File: config.mk
export PLATFORM = sky130hd
export DESIGN_NAME = axis_wdata
export DESIGN_NICKNAME = d
export VERILOG_FILES = /design/src/rtl/axis_pkg.sv /design/src/rtl/axis_wdata.sv
export SDC_FILE = /design/constraint.sdc
export NUM_CORES = 1
export LEC_CHECK = 0
export CORE_AREA = 10 10 218 220
export CTS_CLUSTER_SIZE = 24
export DETAILED_ROUTE_END_ITERATION = 6
export DIE_AREA = 0 0 228 230
export GPL_TIMING_DRIVEN = 1
export PLACE_DENSITY = 0.57
export SKIP_LAST_GASP = 1
export SYNTH_ARGS = -nofsm -noshare
export SYNTH_HDL_FRONTEND = slang
export SYNTH_SLANG_ARGS = --single-unit
File: constraint.sdc
create_clock -name clk -period 3.74 [get_ports clk]
set_input_delay 1.122 -clock clk [delete_from_list [all_inputs] [get_ports clk]]
set_output_delay 1.122 -clock clk [all_outputs]
set_load 0.01 [all_outputs]
File: src/rtl/axis_pkg.sv
// Shared definitions for the stream-to-memory AXI stages: one-hot state indices,
// the default burst size and the element-to-beat rounding used by both address and data stages.
package axis_pkg;

  localparam int NUM_STATES = 5;
  localparam int IDLE   = 0;
  localparam int SETUP  = 1;
  localparam int ACTIVE = 2;
  localparam int WAITB  = 3;
  localparam int DONE   = 4;

  localparam int AXI_LEN_WIDTH_DEFAULT = 8;
  localparam int BURST_LENGTH          = 1 << AXI_LEN_WIDTH_DEFAULT;

  // Beats needed for a length in stream elements; the sum wraps at 'width' bits so
  // both stages see the same result for lengths near the top of the range.
  function automatic logic [63:0] round_beats(input logic [63:0] length,
                                              input int shift, input int width);
    logic [63:0] mask;
    logic [63:0] sum;
    mask = (width >= 64) ? '1 : ((64'd1 << width) - 64'd1);
    sum  = (length + (64'd1 << shift) - 64'd1) & mask;
    return sum >> shift;
  endfunction

endpackage

File: src/rtl/axis_wdata.sv
// AXI W-channel stage: forwards packed words and marks burst boundaries with wlast.
// Optional B-response tracking and resp_err port are enabled by AXIS_WDATA_BRESP_EN.
module axis_wdata
  import axis_pkg::*;
#(
  parameter int CFG_DWIDTH     = 32,
  parameter int CONVERT_SHIFT  = 3,
  parameter int AXI_LEN_WIDTH  = AXI_LEN_WIDTH_DEFAULT,
  parameter int AXI_DATA_WIDTH = 256
) (
  input  logic                        clk,
  input  logic                        rst,
  input  logic [CFG_DWIDTH-1:0]       cfg_length,
  input  logic                        cfg_valid,
  output logic                        cfg_ready,
  input  logic [AXI_DATA_WIDTH-1:0]   data,
  input  logic                        data_valid,
  output logic                        data_ready,
  output logic [AXI_DATA_WIDTH-1:0]   axi_wdata,
  output logic [AXI_DATA_WIDTH/8-1:0] axi_wstrb,
  output logic                        axi_wlast,
  output logic                        axi_wvalid,
  input  logic                        axi_wready,
  input  logic [1:0]                  axi_bresp,
  input  logic                        axi_bvalid,
  output logic                        axi_bready,
  output logic                        done
`ifdef AXIS_WDATA_BRESP_EN
  ,
  output logic                        resp_err
`endif
);

  localparam logic [NUM_STATES-1:0] S_IDLE   = NUM_STATES'(1) << IDLE;
  localparam logic [NUM_STATES-1:0] S_SETUP  = NUM_STATES'(1) << SETUP;
  localparam logic [NUM_STATES-1:0] S_ACTIVE = NUM_STATES'(1) << ACTIVE;
  localparam logic [NUM_STATES-1:0] S_WAITB  = NUM_STATES'(1) << WAITB;
  localparam logic [NUM_STATES-1:0] S_DONE   = NUM_STATES'(1) << DONE;

  logic [NUM_STATES-1:0]    state;
  logic [CFG_DWIDTH-1:0]    beats;
  logic [CFG_DWIDTH-1:0]    remain;
  logic [AXI_LEN_WIDTH-1:0] burst_cnt;
  logic                     fire;
  logic                     last_beat;
  logic                     wait_done;

  // Word path is a pure passthrough so a stalled beat holds exactly what upstream holds.
  assign fire       = state[ACTIVE] & data_valid & axi_wready;
  assign last_beat  = (&burst_cnt) | (remain == CFG_DWIDTH'(1));
  assign axi_wvalid = state[ACTIVE] & data_valid;
  assign data_ready = state[ACTIVE] & axi_wready;
  assign axi_wlast  = state[ACTIVE] & last_beat;
  assign axi_wdata  = data;
  assign axi_wstrb  = '1;
  assign cfg_ready  = state[IDLE];
  assign done       = state[DONE];

`ifdef AXIS_WDATA_BRESP_EN
  logic [CFG_DWIDTH-1:0] bursts;
  logic [CFG_DWIDTH-1:0] b_cnt;
  logic                  b_fire;

  assign axi_bready = state[ACTIVE] | state[WAITB];
  assign b_fire     = axi_bvalid & axi_bready;
  assign wait_done  = (b_cnt == bursts);

  always_ff @(posedge clk) begin
    if (rst) begin
      bursts   <= '0;
      b_cnt    <= '0;
      resp_err <= 1'b0;
    end else begin
      if (state[IDLE] && cfg_valid) resp_err <= 1'b0;
      if (state[SETUP]) begin
        bursts <= (beats >> AXI_LEN_WIDTH) + CFG_DWIDTH'(|beats[AXI_LEN_WIDTH-1:0]);
        b_cnt  <= '0;
      end else if (b_fire) begin
        b_cnt <= b_cnt + CFG_DWIDTH'(1);
        if (axi_bresp != 2'b00) resp_err <= 1'b1;
      end
    end
  end
`else
  logic unused_b;

  assign axi_bready = 1'b1;
  assign wait_done  = 1'b1;
  assign unused_b   = ^{axi_bresp, axi_bvalid};
`endif

  // NOTE: state registers use non-blocking assignments so every branch sees pre-edge values.
  always_ff @(posedge clk) begin
    if (rst) begin
      state     <= S_IDLE;
      beats     <= '0;
      remain    <= '0;
      burst_cnt <= '0;
    end else begin
      if (state[IDLE]) begin
        if (cfg_valid) begin
          beats <= CFG_DWIDTH'(round_beats(64'(cfg_length), CONVERT_SHIFT, CFG_DWIDTH));
          state <= S_SETUP;
        end
      end
      if (state[SETUP]) begin
        remain    <= beats;
        burst_cnt <= '0;
        state     <= (beats == '0) ? S_DONE : S_ACTIVE;
      end
      if (state[ACTIVE] && fire) begin
        remain    <= remain - CFG_DWIDTH'(1);
        burst_cnt <= last_beat ? '0 : burst_cnt + AXI_LEN_WIDTH'(1);
        if (remain == CFG_DWIDTH'(1)) state <= S_WAITB;
      end
      if (state[WAITB] && wait_done) state <= S_DONE;
      if (state[DONE]) state <= S_IDLE;
    end
  end

endmodule

Word-level counts from Yosys, hierarchy flattened --
Index checks and enable logic that the tools add are counted.
Storage, ports and cells: register bits 74, input port bits 296, output and inout port bits 294
Operators by class: bitwise gates (word level) 5, muxes and demuxes 12, equal/unequal tests 1, $add $sub $neg 4, reduce and logical (&&, ||, !) cells 7
Operators by type and width (number):
- $mux W32 | 2
- $sub A32 B1 Y32 const B | 2
- $mux W5 | 7
- $add A32 B4 Y32 const B | 1
- $eq A32 B1 Y1 const B | 1
- $logic_not A32 Y1 | 1
- $mux W8 | 3
- $add A8 B1 Y8 const B | 1
- $reduce_and A8 Y1 | 1
- $and A1 B1 Y1 | 4
- $reduce_or A3 Y1 | 1
- $reduce_and A2 Y1 | 1
- $reduce_bool A2 Y1 | 1
- $reduce_or A2 Y1 | 1
- $logic_and A1 B1 Y1 | 1
- $or A1 B1 Y1 | 1

Depth between registers and ports, before layout --
depth after elaboration 6, gate-level depth with buffers 8, mapped depth without buffers 7

Worst setup path before layout --
No wires, ideal clock.
path kind flip-flop to output port, start register remain[24], end output axi_wlast, required time 2618 ps, slack 647 ps, cell stages (with the launch flop) 7, path buffers 2, arrival time 1971 ps, path through dfxtp_1 nor4_2 nand4_1 or4_1 buf_2 buf_2 a21boi_1
On the way: longest elaborated chain between the ends 3
RTL lines:
- start: declaration | RTL line axis_wdata.sv:42 | logic [CFG_DWIDTH-1:0] remain;
- start signal: assignment | RTL line axis_wdata.sv:107 | remain <= beats;
- start signal: assignment | RTL line axis_wdata.sv:112 | remain <= remain - CFG_DWIDTH'(1);
- $eq A32 B1 Y1 | RTL line axis_wdata.sv:50 | assign last_beat = (&burst_cnt) | (remain == CFG_DWIDTH'(1));
- $or A1 B1 Y1 | RTL line axis_wdata.sv:50
- $and A1 B1 Y1 | RTL line axis_wdata.sv:53 | assign axi_wlast = state[ACTIVE] & last_beat;
- end: declaration | RTL line axis_wdata.sv:21 | output logic axi_wlast,
No other way between the ends.

Worst setup path after layout --
start register remain[20], end output axi_wlast
The elaborated chain is that of the path after synthesis.

==> impl_metrics.yaml <==
cells_and_area:
  syn_to_final_growth_pct: -7.650
  fin_area_mm2: 0.005861
  multi_input_comb_area_mm2: 0.002656
  stdcell_count: 1207
  fillers: 4937
  seqCellArea_mm2: 0.001481
  diodes: 0
  drive_gt1_share_pct: 9.325
  fin_nets: 916
placement:
  place_area_mm2: 0.005517
  hpwl_um: 15040
  io_buffer_count: 41
  gp_congestion: 0.7953
  dp_cells: 1191
  dp_slack_ps: 190.6
sta:
  finalClockSkew_ps: 5.137
  setup_viol: 0
  clock.fmax_mhz: 286.9
  worstMarginPinSlew_ps: 745.9
  hold_viol: 0
  slew_viol_final: 0
  final.period_utilization_pct: 93.20
  fin_crit_ps: 3486
  tns_ps: 0
  slew_headroom_pct: 50.28
  setup_slack_ps: 254.3
  rsz0062_at_grt: "false"
pwr:
  power_leakage_uw: 0.001913
  power.density_mw_per_mm2: 378.4
  finalPower_uw: 2218
  ir_drop_mv: 0.2317
cts:
  cts-root-buf: "clkbuf_16"
  cts.clk_slew.worst_paths_ps: 60
  post-cts-setup-buffers: 0
  cts.sinks: 74
  clockBufferDepth: 2
  cts_made_buffers: 9
  tritoncts: "yes"
  insertion_delay_ps: 340
  htree_levels: 3
drt:
  dr.pass1.iters: 5
  drt-initial-drc-count: 288
  via_per_inst: 3.917
  drc: 0
  ant_nets: 0
  totalWireLength_um: 18940
  via_count: 4728
  wire_per_inst_um: 15.69
synth:
  ys_seq_elements: 74
  synth_common_cells: "289 x buf_4, 77 x nor2_1, 74 x dfxtp_1"
  avgSynthCellArea_um2: 7.646
  synth_warnings: 0
  synth_ff_type: "dfxtp_1"
  yosysUniqueCellTypes: 56
  synth_most_common_cell: "buf_4"
  async_flop_share_pct: 0
  yosys.area.top_type: "buf_4"
  syn-cell-area_mm2: 0.006346
  synth_area_leaders: "buf_4 34%, dfxtp_1 23%, nor2_1 4.6%, a211oi_1 3.7%, xnor2_1 2.8%"
  synth_edf_count: 0
  syn_inst: 830
  yosysSeqAreaShare_pct: 23.34
  synth_top_cell_area_share_pct: 34.19
setup_path:
  arrival_ps: 2360
  critPathLaunchType: "flop"
  reg2reg_to: "remain[29]$_SDFFE_PP0P_"
  endpoint_kind: "output port"
  worstPathMaxFanout: 6
  rrSetupSlack_ps: 1320
  r2r_start: "remain[2]$_SDFFE_PP0P_"
  ff2ff_path_depth: 6
  criticalPathCategory: "reg2out"
  required_ps: 2620
grt:
  grt_usage_pct: 6.806
  grt_pass1_vias: 4478
  grt_max_degree: 37
  antenna_found_initial: 1
  grt_overflow: 0
  grt_pass1_wl_um: 27730
die:
  io_pins: 590
  rows: 76
  core_region_area_mm2: 0.04289
  fp.dieArea_mm2: 0.05244
  initial_core_util_pct: 14.80
  die-width_um: 228
  die_y_um: 230
worst_hold_path:
  holdPathStages: 2
  min_path_type: "reg2reg"
  holdPathEnd: "burst_cnt[1]$_SDFFE_PP0P_"
  worstHoldStart: "burst_cnt[1]$_SDFFE_PP0P_"
run:
  maxCapViolations: 0
run_status:
  status: "finished clean"
-- repair_timing --
action | 4_1_cts | 5_1_grt
hold buffers | 0 | 0
resized for setup | 6 | 0
endpoints found under the setup margin | 1 | 0
-- per-stage QoR --
step           hold WS (ps)  util [%]
2_1_floorplan         449.2         -
3_3_place_gp          459.1     12.86
3_5_place_dp          467.8     12.86
4_1_cts               476.2     13.67
5_1_grt               503.0     13.67
6_report              473.8     13.67
-- metal layers --
metal  vias to the layer above  routed length (µm)  global-route usage (%)  share of wire (%)
li1                       2151                   -                       -                  -
met5                         -                  95                   1.418               0.50
met3                       105                2505                   4.051                 13
met4                         4                 911                   4.041                4.8
met2                       331                8027                   9.777                 42
met1                      2137                7398                   7.503                 39
-- sequential cells by signal, summed over array words and instances (netlist names) --
register / count
burst_cnt: 8
beats: 29
remain: 32
state: 5
-- worst max path at each step --
stage | cells after the start | startpoint | slack [ps] | endpoint
5_1_grt | 6 | remain[20]$_SDFFE_PP0P_ | 40 | axi_wlast
2_1_floorplan | 6 | remain[24]$_SDFFE_PP0P_ | 650 | axi_wlast
3_5_place_dp | 6 | remain[12]$_SDFFE_PP0P_ | 190 | axi_wlast
4_1_cts | 6 | remain[20]$_SDFFE_PP0P_ | 200 | axi_wlast
3_3_place_gp | 6 | remain[12]$_SDFFE_PP0P_ | 150 | axi_wlast
6_report | 6 | remain[20]$_SDFFE_PP0P_ | 250 | axi_wlast
-- kinds of logic (layout without fill, tap and decap cells) --
group	after synthesis	in the layout	synth area share [%]
AO/OA/AOI/OAI	130	130	13.68
buffers and inverters	339	99	37.24
multiplexers	2	2	0.3549
XOR/XNOR	25	25	3.450
adder cells (fa/ha/maj)	3	3	0.5915
AND/OR/NAND/NOR	256	256	21.27
other	1	33	0.05909
flip-flops	74	74	23.34
-- worst max-delay path, cell delays in order (launching register included) --
cell and delay, ps:
dfxtp_1 360, nor4_4 320, nand4_1 220, or4_4 540, a21boi_1 170, buf_4 140, dlygate4sd2_1 270
-- power by group --
| part | total (µW) | switching [µW] | internal (µW) |
|---|---|---|---|
| registers | 888 | 54.4 | 833 |
| logic | 404 | 240 | 165 |
| clock network | 926 | 342 | 583 |
| total | 2220 | 636 | 1580 |
-- final cells by class --
cell class,instances,share of cell area [%]
repair buffers,69,10.70
multi-input cells,449,45.32
flip-flops and latches,74,25.28
well taps,585,12.49
clock buffers,11,3.971
clock inverters,5,1.345
inverters,14,0.8967
-- cell usage in the layout (no fill, tap or decap), drive strengths merged, types with 4 or more instances in the layout --
master          n
a211oi         31
a21oi          23
a311oi          6
a31oi          20
and3           10
buf            29
clkbuf         11
clkdlybuf4s50  39
conb           33
dfxtp          74
inv            14
nand2          39
nand3          23
nand4          17
nand4b          4
nor2           77
nor3           25
nor4           27
o211ai          8
o21ai          20
or3            13
xnor2          20
xor2            5
Note: power is estimated with default switching activity, not from simulation.
